$ cat src/rtl/ct_spsram_512x44_ctrl_pkg.sv
// Shared types and default geometry for the 512x44 SRAM sequencer.
package ct_spsram_ctrl_pkg;
   localparam int ADDR_WIDTH = 9;
   localparam int DATA_WIDTH = 44;
   localparam int DEPTH      = 1 << ADDR_WIDTH;

   typedef enum logic {
      INIT = 1'b0,
      RUN  = 1'b1
   } state_e;
endpackage

$ cat src/rtl/ct_spsram_512x44_ctrl_if.sv
// Requester-side and SRAM-side signal bundle for the SRAM sequencer.
// slave = the controller, master = requesters plus the SRAM macro.
interface ct_spsram_512x44_ctrl_if #(
   parameter int ADDR_WIDTH = ct_spsram_ctrl_pkg::ADDR_WIDTH,
   parameter int DATA_WIDTH = ct_spsram_ctrl_pkg::DATA_WIDTH
);
   logic                  flush_req;
   logic                  init_busy;
   logic                  rq0_req,   rq1_req;
   logic                  rq0_wr,    rq1_wr;
   logic [ADDR_WIDTH-1:0] rq0_addr,  rq1_addr;
   logic [DATA_WIDTH-1:0] rq0_wdata, rq1_wdata;
   logic [DATA_WIDTH-1:0] rq0_wmask, rq1_wmask;
   logic                  rq0_gnt,   rq1_gnt;
   logic                  rq0_rvld,  rq1_rvld;
   logic [DATA_WIDTH-1:0] rdata;
   logic [ADDR_WIDTH-1:0] sram_a;
   logic                  sram_cen;
   logic                  sram_gwen;
   logic [DATA_WIDTH-1:0] sram_d;
   logic [DATA_WIDTH-1:0] sram_wen;
   logic [DATA_WIDTH-1:0] sram_q;

   modport slave (
      input  flush_req, rq0_req, rq1_req, rq0_wr, rq1_wr, rq0_addr, rq1_addr,
             rq0_wdata, rq1_wdata, rq0_wmask, rq1_wmask, sram_q,
      output init_busy, rq0_gnt, rq1_gnt, rq0_rvld, rq1_rvld, rdata,
             sram_a, sram_cen, sram_gwen, sram_d, sram_wen
   );

   modport master (
      output flush_req, rq0_req, rq1_req, rq0_wr, rq1_wr, rq0_addr, rq1_addr,
             rq0_wdata, rq1_wdata, rq0_wmask, rq1_wmask, sram_q,
      input  init_busy, rq0_gnt, rq1_gnt, rq0_rvld, rq1_rvld, rdata,
             sram_a, sram_cen, sram_gwen, sram_d, sram_wen
   );
endinterface

$ cat src/rtl/ct_spsram_512x44_ctrl_arb.sv
// Two-way round-robin arbiter. Grant is combinational; the pointer only
// moves when both requesters compete, so a lone requester never disturbs
// the fairness order.
module ct_rr_arb2 (
   input  logic       i_clk,
   input  logic       i_rst,
   input  logic       i_en,
   input  logic [1:0] i_req,
   output logic [1:0] o_gnt
);
   logic r_ptr;

   // grant selection: single requester wins outright, contention uses pointer
   always_comb begin
      o_gnt = 2'b00;
      if (i_en) begin
         if (&i_req) o_gnt = r_ptr ? 2'b10 : 2'b01;
         else        o_gnt = i_req;
      end
   end

   // pointer flips to the loser after every contended grant
   always_ff @(posedge i_clk) begin
      if (i_rst)                  r_ptr <= 1'b0;
      else if (i_en && (&i_req))  r_ptr <= ~r_ptr;
   end
endmodule

$ cat src/rtl/ct_spsram_512x44_ctrl.sv
// Sequencer + arbiter in front of a 512x44 single-port SRAM. Clears the
// array after reset or flush, then serves two requesters round-robin and
// returns read data one cycle after the read grant.
module ct_spsram_512x44_ctrl #(
   parameter int ADDR_WIDTH = ct_spsram_ctrl_pkg::ADDR_WIDTH,
   parameter int DATA_WIDTH = ct_spsram_ctrl_pkg::DATA_WIDTH
) (
   input  logic                    forever_cpuclk,
   input  logic                    cpurst,
   ct_spsram_512x44_ctrl_if.slave  bus
);
   import ct_spsram_ctrl_pkg::*;

   localparam logic [ADDR_WIDTH-1:0] L_LAST = '1;

   state_e                r_state;
   logic [ADDR_WIDTH-1:0] r_clr_cnt;
   logic [1:0]            r_rvld;
   logic [1:0]            w_req;
   logic [1:0]            w_gnt;
   logic                  w_run;
   logic                  w_wr;

   assign w_run = (r_state == RUN);
   assign w_req = {bus.rq1_req, bus.rq0_req};

   ct_rr_arb2 u_arb (
      .i_clk (forever_cpuclk),
      .i_rst (cpurst),
      .i_en  (w_run),
      .i_req (w_req),
      .o_gnt (w_gnt)
   );

   assign bus.rq0_gnt   = w_gnt[0];
   assign bus.rq1_gnt   = w_gnt[1];
   assign bus.rq0_rvld  = r_rvld[0];
   assign bus.rq1_rvld  = r_rvld[1];
   assign bus.rdata     = bus.sram_q;
   assign bus.init_busy = ~w_run;
   assign w_wr          = w_gnt[1] ? bus.rq1_wr : bus.rq0_wr;

   // SRAM pin drive: clear writes in INIT, granted access in RUN, idle otherwise
   always_comb begin
      bus.sram_cen  = 1'b1;
      bus.sram_gwen = 1'b1;
      bus.sram_wen  = '1;
      bus.sram_a    = '0;
      bus.sram_d    = '0;
      if (!w_run) begin
         bus.sram_cen  = 1'b0;
         bus.sram_gwen = 1'b0;
         bus.sram_wen  = '0;
         bus.sram_a    = r_clr_cnt;
      end else if (|w_gnt) begin
         bus.sram_cen = 1'b0;
         bus.sram_a   = w_gnt[1] ? bus.rq1_addr : bus.rq0_addr;
         if (w_wr) begin
            bus.sram_gwen = 1'b0;
            bus.sram_wen  = w_gnt[1] ? ~bus.rq1_wmask : ~bus.rq0_wmask;
            bus.sram_d    = w_gnt[1] ?  bus.rq1_wdata :  bus.rq0_wdata;
         end
      end
   end

   // state, clear counter and read-valid pipe; clear exits at the all-ones
   // address so the counter never wraps while in INIT
   always_ff @(posedge forever_cpuclk) begin
      if (cpurst) begin
         r_state   <= INIT;
         r_clr_cnt <= '0;
         r_rvld    <= 2'b00;
      end else begin
         r_rvld <= {w_gnt[1] & ~bus.rq1_wr, w_gnt[0] & ~bus.rq0_wr};
         case (r_state)
            INIT: begin
               r_clr_cnt <= r_clr_cnt + 1'b1;
               if (r_clr_cnt == L_LAST) r_state <= RUN;
            end
            RUN: begin
               if (bus.flush_req) begin
                  r_state   <= INIT;
                  r_clr_cnt <= '0;
               end
            end
            default: r_state <= INIT;
         endcase
      end
   end
endmodule

$ cat src/flat_wrapper.sv
// flat-port wrapper written by rule: the top's interface ports become plain ports
module ct_spsram_512x44_ctrl_flat import ct_spsram_ctrl_pkg::*;
#(
   parameter int ADDR_WIDTH = ct_spsram_ctrl_pkg::ADDR_WIDTH,
   parameter int DATA_WIDTH = ct_spsram_ctrl_pkg::DATA_WIDTH
)
  (forever_cpuclk, cpurst, bus_flush_req, bus_rq0_req, bus_rq1_req, bus_rq0_wr, bus_rq1_wr, bus_rq0_addr, bus_rq1_addr, bus_rq0_wdata, bus_rq1_wdata, bus_rq0_wmask, bus_rq1_wmask, bus_sram_q, bus_init_busy, bus_rq0_gnt, bus_rq1_gnt, bus_rq0_rvld, bus_rq1_rvld, bus_rdata, bus_sram_a, bus_sram_cen, bus_sram_gwen, bus_sram_d, bus_sram_wen);
  ct_spsram_512x44_ctrl_if #(.ADDR_WIDTH(ADDR_WIDTH), .DATA_WIDTH(DATA_WIDTH)) bus_i ();
  input  logic forever_cpuclk;
  input  logic cpurst;
  input wire logic [$bits(bus_i.flush_req)-1:0] bus_flush_req;
  input wire logic [$bits(bus_i.rq0_req)-1:0] bus_rq0_req;
  input wire logic [$bits(bus_i.rq1_req)-1:0] bus_rq1_req;
  input wire logic [$bits(bus_i.rq0_wr)-1:0] bus_rq0_wr;
  input wire logic [$bits(bus_i.rq1_wr)-1:0] bus_rq1_wr;
  input wire logic [$bits(bus_i.rq0_addr)-1:0] bus_rq0_addr;
  input wire logic [$bits(bus_i.rq1_addr)-1:0] bus_rq1_addr;
  input wire logic [$bits(bus_i.rq0_wdata)-1:0] bus_rq0_wdata;
  input wire logic [$bits(bus_i.rq1_wdata)-1:0] bus_rq1_wdata;
  input wire logic [$bits(bus_i.rq0_wmask)-1:0] bus_rq0_wmask;
  input wire logic [$bits(bus_i.rq1_wmask)-1:0] bus_rq1_wmask;
  input wire logic [$bits(bus_i.sram_q)-1:0] bus_sram_q;
  output wire logic [$bits(bus_i.init_busy)-1:0] bus_init_busy;
  output wire logic [$bits(bus_i.rq0_gnt)-1:0] bus_rq0_gnt;
  output wire logic [$bits(bus_i.rq1_gnt)-1:0] bus_rq1_gnt;
  output wire logic [$bits(bus_i.rq0_rvld)-1:0] bus_rq0_rvld;
  output wire logic [$bits(bus_i.rq1_rvld)-1:0] bus_rq1_rvld;
  output wire logic [$bits(bus_i.rdata)-1:0] bus_rdata;
  output wire logic [$bits(bus_i.sram_a)-1:0] bus_sram_a;
  output wire logic [$bits(bus_i.sram_cen)-1:0] bus_sram_cen;
  output wire logic [$bits(bus_i.sram_gwen)-1:0] bus_sram_gwen;
  output wire logic [$bits(bus_i.sram_d)-1:0] bus_sram_d;
  output wire logic [$bits(bus_i.sram_wen)-1:0] bus_sram_wen;
  assign bus_i.flush_req = bus_flush_req;
  assign bus_i.rq0_req = bus_rq0_req;
  assign bus_i.rq1_req = bus_rq1_req;
  assign bus_i.rq0_wr = bus_rq0_wr;
  assign bus_i.rq1_wr = bus_rq1_wr;
  assign bus_i.rq0_addr = bus_rq0_addr;
  assign bus_i.rq1_addr = bus_rq1_addr;
  assign bus_i.rq0_wdata = bus_rq0_wdata;
  assign bus_i.rq1_wdata = bus_rq1_wdata;
  assign bus_i.rq0_wmask = bus_rq0_wmask;
  assign bus_i.rq1_wmask = bus_rq1_wmask;
  assign bus_i.sram_q = bus_sram_q;
  assign bus_init_busy = bus_i.init_busy;
  assign bus_rq0_gnt = bus_i.rq0_gnt;
  assign bus_rq1_gnt = bus_i.rq1_gnt;
  assign bus_rq0_rvld = bus_i.rq0_rvld;
  assign bus_rq1_rvld = bus_i.rq1_rvld;
  assign bus_rdata = bus_i.rdata;
  assign bus_sram_a = bus_i.sram_a;
  assign bus_sram_cen = bus_i.sram_cen;
  assign bus_sram_gwen = bus_i.sram_gwen;
  assign bus_sram_d = bus_i.sram_d;
  assign bus_sram_wen = bus_i.sram_wen;
  ct_spsram_512x44_ctrl #(.ADDR_WIDTH(ADDR_WIDTH), .DATA_WIDTH(DATA_WIDTH)) u_core (.forever_cpuclk(forever_cpuclk), .cpurst(cpurst), .bus(bus_i));
endmodule
$ cat config.mk
export PLATFORM = sky130hd
export DESIGN_NAME = ct_spsram_512x44_ctrl_flat
export DESIGN_NICKNAME = d
export VERILOG_FILES = /design/src/rtl/ct_spsram_512x44_ctrl_pkg.sv /design/src/rtl/ct_spsram_512x44_ctrl_if.sv /design/src/rtl/ct_spsram_512x44_ctrl_arb.sv /design/src/rtl/ct_spsram_512x44_ctrl.sv /design/src/flat_wrapper.sv
export SDC_FILE = /design/constraint.sdc
export NUM_CORES = 1
export LEC_CHECK = 0
export CORE_AREA = 2 2 152 154
export DETAILED_ROUTE_END_ITERATION = 10
export DIE_AREA = 0 0 154 156
export PLACE_DENSITY = 0.49
export SKIP_LAST_GASP = 1
export SLEW_MARGIN = 20
export SYNTH_ARGS = -nofsm -noshare
export SYNTH_HDL_FRONTEND = slang
export SYNTH_HIERARCHICAL = 1
export SYNTH_SLANG_ARGS = --single-unit
$ cat constraint.sdc
create_clock -name forever_cpuclk -period 2.4 [get_ports forever_cpuclk]
set_input_delay 0.48 -clock forever_cpuclk [delete_from_list [all_inputs] [get_ports forever_cpuclk]]
set_output_delay 0.48 -clock forever_cpuclk [all_outputs]
set_load 0.01 [all_outputs]
==> summary by stage, run 1 <==
Status
The run finished with clean final reports.

Place
The congestion estimate from routability-driven global placement came to a little under 0.7. The number of placed instances with taps included is ~900. The count of buffers added on input and output ports is between 300 and 400. The worst setup slack before clock tree synthesis is -0.7959 ns. The placed wire-length estimate is 11370 microns.

Clock network
The total number of H-tree levels is 1. Counting along the longest clock path gives a buffer depth of 2. The clock tree from TritonCTS is built. The number of clock buffers added by TritonCTS is 3. The cell at the root of the clock tree is sky130_fd_sc_hd__clkbuf_16. The number of hold buffers added after CTS is 0. The clock latency reported for the late side of the worst-skew pair is 0.24 ns.

The clock-pin slew of the registers on the worst-case setup and hold paths is around 0.050 ns. The clock sink count is 13.

Synth
The post-synthesis sequential element count is 13. Yosys attributes the largest share of cell area to sky130_fd_sc_hd__mux2_1, sky130_fd_sc_hd__mux2i_1, sky130_fd_sc_hd__buf_4. The gate count of the mapped netlist is 351. After synthesis, the share of flip-flops with an asynchronous set or reset is 0%.

The synthesized netlist net count is between 500 and 600. The cell type with the highest aggregate area in the netlist is sky130_fd_sc_hd__mux2_1. Yosys mapped a number of flops with a built-in enable equal to 0. The average cell area after synthesis is about 7.4 sq um. The netlist uses 37 different library cells.

The predominant post-synthesis flop cell is sky130_fd_sc_hd__dfxtp_1. The proportion of synthesized chip area in sequential cells is approximately 10%. After synthesis, the largest area contributor takes up roughly 17% of total cell area. The mapped cell area is 2604 sq um. The count of synthesis-stage warnings from yosys is 6.

Power and ir drop
In this run the power spent charging and discharging nets is approximately 200 uW. The leakage power total is between 0.002 and 0.003 uW. The net switching share of the total power is between 20% and 30%. The ratio of total power to cell area is 157.9 nW/um^2.

Internal power comes to 785.5 uW. The sequential fraction of design power is approximately 23%. The clock network burns 32.4% of the power. Combinational logic is responsible for roughly 45% of the overall power.

IR analysis of the VDD net gives a maximum drop of around 0.19 mV.

Global routing
The number of antenna violations at the first check in global routing is 0. The maximum number of pins on one net before global-route repair is 37. The global-route wire length before repair is between 20000 and 25000 microns.

The number of global-route vias before repair is approximately 4000. The total track usage is around 11%. Global routing finished with a remaining overflow of 0.

Drt
In the routed layout, each cell is associated on average with a via count of 3.940. The iteration-0 DRC count of the detailed router is 87. The vias after detailed routing is about 3700. For this run, the detailed router's first-pass iteration total came to 4.

The post-route antenna net violation count is 0. In the final routed layout, each cell accounts on average for about 16 microns. For this block, the routed nets add up to between 15000 and 20000 microns of wire.

The number of remaining DRC errors is 0.

Worst setup path
In this run the worst path has a maximum fanout of 6. Together, buffers and inverters on the worst path number 5. The critical path's slowest cell is sky130_fd_sc_hd__dfxtp_4.

The critical path is of the register to output pin type. Counting stages on the worst path, the most repeated cell is sky130_fd_sc_hd__buf_12. The worst setup path is launched from a register. The delay of the slowest cell on the worst path is ~0.37 ns. The cell family contributing the most delay on the critical path is buffers and inverters. The signal on the critical path passes through nand2_4 > a21oi_4 > buf_12 > buf_12 > buf_12 > buf_8 > mux2_1 > o21ai_1 > buf_2. The data required time at the worst endpoint is about 1.9 ns. The critical path capture point type is an output pin. The critical path data arrival time is between 1.5 and 2 ns.

Cells and area
The final layout contains around 890 nets. The final antenna diode count is 0. The finished layout holds roughly 930 standard cells, fillers aside.

The area growth from synthesis to layout is 140.3%. The share of post-route cells with drive strength above 1 is 33.44%.

STA
The max-slew headroom at the worst pin is 70.86%. The post-route setup TNS is 0 ns. Setup repair after global routing could not meet its margin everywhere. Across all setup checks in the final design, the least slack found is 0.01142 ns. The count of endpoints failing setup in the final report is 0.

The smallest clock period supported by the final layout is computed as 2.389 ns. The worst path uses 99.52% of the clock period. At the pin with the least slew margin, the transition time is approximately 0.44 ns.

The final count of pins violating max slew is 0. The highest clock frequency the design can meet is around 0.42 GHz. Clock skew on the completed layout was measured at about 0.0013 ns. The number of hold violations in the final report is 0.

Floorplan
The area of the die is 24020 sq um. The boundary pin count is 393. The die outline width is about 150 microns. The floorplan has 55 rows. The height of the die is between 150 and 200 microns. After floorplanning, the core was sized to cover around 22000 sq um. The initial standard-cell utilization of the core is between 10% and 20%.

Worst hold path
The type of the most critical hold path is register to register.

Run
The count of max-cap constraint violations is 0.
path summary, 6_finish.rpt:
kind	start	endpoint	slack, ns	depth (start not counted)
hold reg to reg	u_core/r_clr_cnt[8]$_SDFFE_PP0P_	u_core/r_clr_cnt[8]$_SDFFE_PP0P_	0.53	2
hold / removal	u_core/r_clr_cnt[8]$_SDFFE_PP0P_	u_core/r_clr_cnt[8]$_SDFFE_PP0P_	0.53	2
setup reg to reg	u_core/r_clr_cnt[1]$_SDFFE_PP0P_	u_core/r_clr_cnt[8]$_SDFFE_PP0P_	0.89	6
setup / recovery	u_core/r_state$_SDFF_PP0_	bus_sram_wen[36]	0.01	9
cell type report:
cell class	count	area [sq um]
Tap cell	285	356.6
Fill cell	2438	16110
Clock buffer	3	75.07
Multi-Input combinational cell	261	2073
Sequential cell	13	265.3
Inverter	3	11.26
Clock inverter	1	5.005
Timing Repair Buffer	365	3471
cell usage after synthesis, drive strengths merged, types with 2 or more instances:
master	count
mux2i	44
a31oi	2
ha	2
mux2	45
nor3	2
a21oi	12
inv	3
nor3b	2
clkbuf	9
nand3b	2
nand2	10
o21ai	47
a221oi	8
nand3	3
and2b	2
nor2	66
or3	3
buf	65
o211ai	2
dfxtp	13
per-layer routing:
| metal | share of wire, % | GRT usage [%] | vias to the layer above |
|---|---|---|---|
| li1 | - | - | 1783 |
| met1 | 36 | 11.69 | 1639 |
| met2 | 52 | 21.99 | 222 |
| met3 | 9.9 | 3.306 | 24 |
| met4 | 1.8 | 3.427 | 0 |
| met5 | 0 | 0 | - |
timing repair:
| action | in CTS | in global routing |
|---|---|---|
| gates resized for setup | 357 | 100 |
| buffers inserted | 16 | 2 |
| endpoints found under the setup margin | 101 | 95 |
| pin swaps | 4 | 14 |
| gates cloned | 7 | 3 |
placed cells by master, fill, tap and decap left out, types with 3 or more instances in the layout:
master / Yosys / layout
sky130_fd_sc_hd__a221oi_1: 8 / 3
sky130_fd_sc_hd__o21ai_0: 7 / 4
sky130_fd_sc_hd__clkbuf_16: 0 / 5
sky130_fd_sc_hd__o21ai_1: 40 / 34
sky130_fd_sc_hd__clkdlybuf4s50_1: 0 / 201
sky130_fd_sc_hd__buf_12: 0 / 14
sky130_fd_sc_hd__mux2i_1: 44 / 35
sky130_fd_sc_hd__buf_4: 51 / 25
sky130_fd_sc_hd__o21ai_2: 0 / 9
sky130_fd_sc_hd__nand2_1: 10 / 8
sky130_fd_sc_hd__or3_1: 3 / 3
sky130_fd_sc_hd__mux2_4: 1 / 16
sky130_fd_sc_hd__buf_6: 5 / 14
sky130_fd_sc_hd__dlygate4sd2_1: 0 / 6
sky130_fd_sc_hd__clkdlybuf4s15_2: 0 / 10
sky130_fd_sc_hd__nor2_2: 0 / 5
sky130_fd_sc_hd__buf_2: 8 / 70
sky130_fd_sc_hd__a21oi_1: 12 / 10
sky130_fd_sc_hd__dfxtp_1: 13 / 11
sky130_fd_sc_hd__mux2_1: 40 / 27
sky130_fd_sc_hd__nor2_1: 66 / 61
sky130_fd_sc_hd__clkbuf_2: 0 / 13
sky130_fd_sc_hd__mux2i_2: 0 / 5
sky130_fd_sc_hd__a221oi_2: 0 / 5
sky130_fd_sc_hd__buf_16: 0 / 4
sky130_fd_sc_hd__mux2i_4: 0 / 4
cells by family after synthesis:
kind of cell,after synthesis,synth area share [%]
simple gates,95,15.91
mux,89,36.52
buf+inv,77,20.28
compound gates,75,16.34
flops,13,9.995
fa+ha+maj,2,0.9609
tightest hold or removal path: stages, from the launching register on:
cell and delay, ns:
sky130_fd_sc_hd__dfxtp_1 0.33, sky130_fd_sc_hd__nand3b_1 0.09, sky130_fd_sc_hd__a21oi_1 0.06
state kept, by name (all words and copies together), names as in the netlist:
name / count
u_core/r_clr_cnt: 9
u_core/r_rvld: 2
u_core/r_state: 1
u_core/u_arb/r_ptr: 1
metrics by stage:
step / power, uW / util, % / hold slack [ns] / instance area (sq um)
floorplan: 371.5 / - / 0.4807 / 2604
global placement: 651.8 / 26.29 / 0.5078 / 5881
detailed placement: 653.2 / 26.29 / 0.5234 / 5881
CTS: 989.4 / 28.13 / 0.5331 / 6291
global route: 1038 / 27.98 / 0.5481 / 6257
finish: 988.2 / 27.98 / 0.5272 / 6257
power by group through the flow:
stage / logic (uW) / clock network, uW / registers [uW]
floorplan: 142 / 0 / 229
CTS: 430 / 334 / 225
global placement: 421 / 0 / 231
finish: 443 / 320 / 225
global route: 471 / 341 / 226
detailed placement: 422 / 0 / 231
(Power assumes the default switching activity.)
==> run 2, diff against run 1 <==
--- a/config.mk
+++ b/config.mk
@@ -5,6 +5,7 @@
 export SDC_FILE = /design/constraint.sdc
 export NUM_CORES = 1
 export LEC_CHECK = 0
+export CAP_MARGIN = 20
 export CORE_AREA = 2 2 152 154
 export DETAILED_ROUTE_END_ITERATION = 10
 export DIE_AREA = 0 0 154 156
==> results of run 2 <==
Same layout as run 1: the final DEF is identical, and so are final timing and power.
